$ cat config.mk
export PLATFORM = sky130hd
export DESIGN_NAME = clock_period_meter_flat
export DESIGN_NICKNAME = d
export VERILOG_FILES = /design/src/rtl/clock_period_meter_if.sv /design/src/rtl/clock_period_meter.sv /design/src/flat_wrapper.sv
export SDC_FILE = /design/constraint.sdc
export NUM_CORES = 1
export LEC_CHECK = 0
export CAP_MARGIN = 20
export CORE_UTILIZATION = 45
export CTS_CLUSTER_DIAMETER = 120
export DETAILED_ROUTE_END_ITERATION = 10
export PLACE_DENSITY_LB_ADDON = 0.25
export SLEW_MARGIN = 20
export SYNTH_ARGS = -nofsm -noshare
export SYNTH_HDL_FRONTEND = slang
export SYNTH_SLANG_ARGS = --single-unit
$ cat constraint.sdc
create_clock -name clk_in -period 1.98 [get_ports clk_in]
set_input_delay 0.198 -clock clk_in [delete_from_list [all_inputs] [get_ports clk_in]]
set_output_delay 0.198 -clock clk_in [all_outputs]
set_load 0.05 [all_outputs]
$ cat src/rtl/clock_period_meter_if.sv
// Signal bundle between the period meter and whoever drives/observes it.
// Result handshake: period_valid is a one-cycle strobe with no ready; period and high_time are held stable between strobes.
`timescale 1ns/1ps
interface clock_period_meter_if #(
    parameter int WIDTH = 32
);
    logic             sig_in;
    logic [WIDTH-1:0] period;
    logic [WIDTH-1:0] high_time;
    logic             period_valid;
    logic             stalled;
    logic             state_dbg;

    modport master (
        output sig_in,
        input  period,
        input  high_time,
        input  period_valid,
        input  stalled,
        input  state_dbg
    );

    modport slave (
        input  sig_in,
        output period,
        output high_time,
        output period_valid,
        output stalled,
        output state_dbg
    );
endinterface

$ cat src/rtl/clock_period_meter.sv
// Measures period and high time of a slow asynchronous square wave in clk_in cycles,
// and flags a stall when no rising edge arrives within TIMEOUT cycles.
`timescale 1ns/1ps
module clock_period_meter #(
    parameter int          WIDTH   = 32,
    parameter int unsigned TIMEOUT = 50_000_000
) (
    input  logic                 clk_in,
    input  logic                 reset,
    clock_period_meter_if.slave  bus
);
    typedef enum logic {
        WAIT_FIRST = 1'b0,
        MEASURE    = 1'b1
    } state_t;

    localparam logic [WIDTH-1:0] CNT_LAST = WIDTH'(TIMEOUT - 1);

    state_t           r_state, w_state_nxt;
    logic             r_s1, r_s2, r_s3;
    logic [WIDTH-1:0] r_cnt, w_cnt_nxt;
    logic [WIDTH-1:0] r_hi_lat, w_hi_lat_nxt;
    logic [WIDTH-1:0] r_period, w_period_nxt;
    logic [WIDTH-1:0] r_high, w_high_nxt;
    logic             r_valid, w_valid_nxt;
    logic             r_stalled, w_stalled_nxt;
    logic             w_rise, w_fall;
    logic [WIDTH-1:0] w_cnt_inc;

    assign w_rise    = r_s2 & ~r_s3;
    assign w_fall    = ~r_s2 & r_s3;
    assign w_cnt_inc = r_cnt + WIDTH'(1);

    always_ff @(posedge clk_in or negedge reset) begin
        if (!reset) begin
            r_s1      <= 1'b0;
            r_s2      <= 1'b0;
            r_s3      <= 1'b0;
            r_state   <= WAIT_FIRST;
            r_cnt     <= '0;
            r_hi_lat  <= '0;
            r_period  <= '0;
            r_high    <= '0;
            r_valid   <= 1'b0;
            r_stalled <= 1'b0;
        end else begin
            r_s1      <= bus.sig_in;
            r_s2      <= r_s1;
            r_s3      <= r_s2;
            r_state   <= w_state_nxt;
            r_cnt     <= w_cnt_nxt;
            r_hi_lat  <= w_hi_lat_nxt;
            r_period  <= w_period_nxt;
            r_high    <= w_high_nxt;
            r_valid   <= w_valid_nxt;
            r_stalled <= w_stalled_nxt;
        end
    end

    always_comb begin
        w_state_nxt   = r_state;
        w_cnt_nxt     = r_cnt;
        w_hi_lat_nxt  = r_hi_lat;
        w_period_nxt  = r_period;
        w_high_nxt    = r_high;
        w_valid_nxt   = 1'b0;
        w_stalled_nxt = r_stalled;
        case (r_state)
            WAIT_FIRST: begin
                // Counter is parked at zero here so a stuck input can never wrap it.
                if (w_rise) begin
                    w_state_nxt   = MEASURE;
                    w_cnt_nxt     = '0;
                    w_stalled_nxt = 1'b0;
                end
            end
            MEASURE: begin
                if (w_fall) w_hi_lat_nxt = w_cnt_inc;
                // A rise coinciding with the timeout still counts as a valid period.
                if (w_rise) begin
                    w_period_nxt = w_cnt_inc;
                    w_high_nxt   = r_hi_lat;
                    w_valid_nxt  = 1'b1;
                    w_cnt_nxt    = '0;
                end else if (r_cnt == CNT_LAST) begin
                    w_stalled_nxt = 1'b1;
                    w_state_nxt   = WAIT_FIRST;
                    w_cnt_nxt     = '0;
                end else begin
                    w_cnt_nxt = w_cnt_inc;
                end
            end
            default: w_state_nxt = WAIT_FIRST;
        endcase
    end

    assign bus.period       = r_period;
    assign bus.high_time    = r_high;
    assign bus.period_valid = r_valid;
    assign bus.stalled      = r_stalled;
    assign bus.state_dbg    = r_state;
endmodule

$ cat src/flat_wrapper.sv
// flat-port wrapper written by rule: the top's interface ports become plain ports
module clock_period_meter_flat 
#(
    parameter int          WIDTH   = 32,
    parameter int unsigned TIMEOUT = 50_000_000
)
  (clk_in, reset, bus_sig_in, bus_period, bus_high_time, bus_period_valid, bus_stalled, bus_state_dbg);
  clock_period_meter_if #(.WIDTH(WIDTH)) bus_i ();
  input  logic clk_in;
  input  logic reset;
  input wire logic [$bits(bus_i.sig_in)-1:0] bus_sig_in;
  output wire logic [$bits(bus_i.period)-1:0] bus_period;
  output wire logic [$bits(bus_i.high_time)-1:0] bus_high_time;
  output wire logic [$bits(bus_i.period_valid)-1:0] bus_period_valid;
  output wire logic [$bits(bus_i.stalled)-1:0] bus_stalled;
  output wire logic [$bits(bus_i.state_dbg)-1:0] bus_state_dbg;
  assign bus_i.sig_in = bus_sig_in;
  assign bus_period = bus_i.period;
  assign bus_high_time = bus_i.high_time;
  assign bus_period_valid = bus_i.period_valid;
  assign bus_stalled = bus_i.stalled;
  assign bus_state_dbg = bus_i.state_dbg;
  clock_period_meter #(.WIDTH(WIDTH), .TIMEOUT(TIMEOUT)) u_core (.clk_in(clk_in), .reset(reset), .bus(bus_i));
endmodule
==> flow_summary_export.csv <==
group,metric,value,unit
global_route,grtUsageTotal,0.227,
timing,period_share,0.977,
synth,yosysTopAreaCell,"dfrtp_1",
worst_setup_path,worstPathArrival,2.27,ns
routing,final_antenna_net_count,0,
routing,drt_iter0_drc,364,
finish,layout.cells.non_filler,862,
pwr,p_int,5190,µW
die,num_rows,42,
hold_path,hold_path.class,"primary input to flop",
pwr,seqPwrFrac,0.426,
timing,period_minus_slack,1.93,ns
worst_setup_path,crit_family,"simple AND/OR/NAND/NOR gates",
routing,wl,14.8,mm
worst_setup_path,worst-path-buf-inv,0,
place,port_buffers,69,
pwr,p_leak,0.00365,µW
finish,syn2layout_area_growth,31.4,%
die,start_util,0.461,
timing,tns,0,ns
synth,yosysMostFrequentCell,"dfrtp_1",
synth,synth.top_cell.area_share,0.550,
routing,wl_per_cell,17.2,µm
synth,synth_edf_count,0,
worst_setup_path,crit_fanout,9,
cts,cts_buffers,17,
cts,path_clk_slew,0.06,ns
place,dp.cells,829,
finish,fin_util,0.605,
synth,synth_top_cells_by_count,"dfrtp_1 (134), nand2_1 (85), o21ai_0 (73)",
synth,yosysSeqAreaShare,0.550,
worst_setup_path,crit_chain,"and3_2 > and2_1 > and3_1 > or4_1 > a21oi_1",
pwr,ir_worst_vdd,468,µV
routing,drc,0,
worst_setup_path,max_stage_delay,0.49,ns
pwr,p_sw_frac,0.257,
global_route,grt_pass1_wl,24.6,mm
cts,htreeDepth,4,
finish,nets,678,
pwr,p_switching,1800,µW
timing,fin_skew,0.00689,ns
synth,synth_warnings,0,
pwr,p_per_area,872,mW/mm²
cts,clockBufferDepth,2,
synth,synth_seq_cells,134,
synth,syn_area_per_cell,10.7,µm²
cts,clock-root-buffer,"clkbuf_16",
pwr,clkPwrFrac,0.441,
synth,ys.flop_type,"dfrtp_1",
timing,fin_ws,0.0453,ns
routing,num_vias,4769,
place,post-place-ws,0.0414,ns
finish,antenna_cells,0,
die,io_pins,70,
timing,max_freq,0.517,GHz
synth,synth.distinct_cells,56,
global_route,grt_pass1_vias,4715,
die,die_x,118,µm
run,maxCapViolCount,0,
routing,drt_pass1_iterations,5,
place,dp_hpwl,10.6,mm
cts,cts.sinks,134,
synth,synthTopCellsByArea,"dfrtp_1 (55%), mux2_2 (6.3%), o21ai_0 (6.0%)",
timing,max_slew_margin,0.552,
place,gp_congestion,0.899,
worst_setup_path,crit_slowest_cell,"or4_1",
synth,synth_nets,573,
routing,vias_per_cell,5.53,
global_route,overflow,0,
timing,tightest_slew,0.672,ns
global_route,grt_max_degree,45,
synth,synthCells,569,
timing,hold_viol_final,0,
synth,synthArstFlopShare,1.00,
worst_setup_path,crit_path_end_kind,"flop",
status,outcome,"finished clean",
worst_setup_path,cp_data_required_time,2.31,ns
worst_setup_path,crit_path_start_kind,"flop",
synth,syn_area,0.00610,mm²
die,core_area,0.0132,mm²
die,die_y,118,µm
timing,slew_violations,0,
cts,cts_tree,"done",
timing,setup_violations,0,
global_route,antenna_found_initial,0,
cts,clkLatencyLatePin,0.42,ns
worst_setup_path,criticalPathCategory,"flop to flop",
pwr,p_comb_frac,0.133,
die,dieArea,0.0140,mm²
finish,drive_above_1_share,0.233,
-- flip-flops by register name, indices dropped and copies added (netlist names) --
name and count:
u_core.bus.state_dbg 1, u_core.bus.period_valid 1, u_core.r_hi_lat 32, u_core.bus.high_time 32
u_core.bus.period 32, u_core.r_cnt 32, u_core.r_s1 1, u_core.r_s2 1
u_core.bus.stalled 1, u_core.r_s3 1
-- per-layer routing --
| layer | share of wire | wire [µm] | global-route usage | vias to the layer above |
|---|---|---|---|---|
| met3 | 0.051 | 755 | 0.0536 | 29 |
| met2 | 0.47 | 6950 | 0.340 | 144 |
| met1 | 0.46 | 6770 | 0.317 | 2372 |
| met4 | 0.022 | 326 | 0.0981 | 0 |
| met5 | 0 | 0 | 0 | - |
| li1 | - | - | - | 2224 |
-- final cells by class --
| cell class | count | area (µm²) |
|---|---|---|
| fill | 1120 | 5230 |
| sequential | 134 | 3360 |
| multi-input combinational | 384 | 2590 |
| timing repair buffer | 131 | 1240 |
| clock buffer | 22 | 484 |
| tap | 176 | 220 |
| clock inverter | 9 | 100 |
| inverter | 6 | 22.5 |
-- cells by family (layout without fill, tap and decap cells) --
family          count (synthesis)  after routing  share of synthesized area
buf+inv                        51            168                     0.0349
mux                            41             41                     0.0743
fa+ha+maj                       1              1                    0.00205
flops                         134            134                      0.550
simple gates                  194            194                      0.183
xor+xnor                       34             34                     0.0488
compound gates                114            114                      0.108
-- layout by cell type, fill, tap and decap left out, drive strengths merged, types with 10 or more instances in the layout --
cell,instances
a21oi,13
buf,63
clkbuf,22
clkdlybuf4s50,67
dfrtp,134
mux2,34
nand2,87
nand3,19
nand4,20
nor2,14
nor3,14
nor4,10
o21ai,77
xnor2,14
xor2,20
-- final timing paths --
path / from / endpoint / slack (ns) / cells after the start
max reg2reg: u_core.r_cnt[22]$_DFFE_PN0P_ / u_core.r_cnt[20]$_DFFE_PN0P_ / 0.05 / 5
max: u_core.r_cnt[22]$_DFFE_PN0P_ / u_core.r_cnt[20]$_DFFE_PN0P_ / 0.05 / 5
min in group asynchronous: reset / u_core.r_hi_lat[28]$_DFFE_PN0P_ / 0.27 / 2
min: bus_sig_in / u_core.r_s1$_DFF_PN0_ / 0.23 / 1
max in group asynchronous: reset / u_core.r_cnt[4]$_DFFE_PN0P_ / 1.03 / 3
min reg2reg: u_core.r_s1$_DFF_PN0_ / u_core.r_s2$_DFF_PN0_ / 0.34 / 0
-- power groups by stage --
stage	logic [µW]	clock network [µW]	registers [µW]
after floorplan	315	0	3250
after global placement	908	0	3020
after detailed placement	914	0	3030
after CTS	920	3150	2980
after global routing	994	3250	3000
final	928	3080	2980
-- per-stage QoR --
step / power (µW) / instance area [µm²] / hold WS, ns
floorplan: 3570 / 6110 / -0.0976
global placement: 3930 / 7360 / 0.152
detailed placement: 3940 / 7360 / 0.156
CTS: 7050 / 7950 / 0.211
global route: 7250 / 8020 / 0.228
finish: 6990 / 8020 / 0.225
-- what timing repair did --
action / in CTS / in global routing
hold buffers: 1 / 0
setup buffers: 0 / 1
setup endpoints to repair: 0 / 24
endpoints found under the hold margin: 40 / 0
resized for setup: 0 / 17
Power figures use the tool's default switching activity.
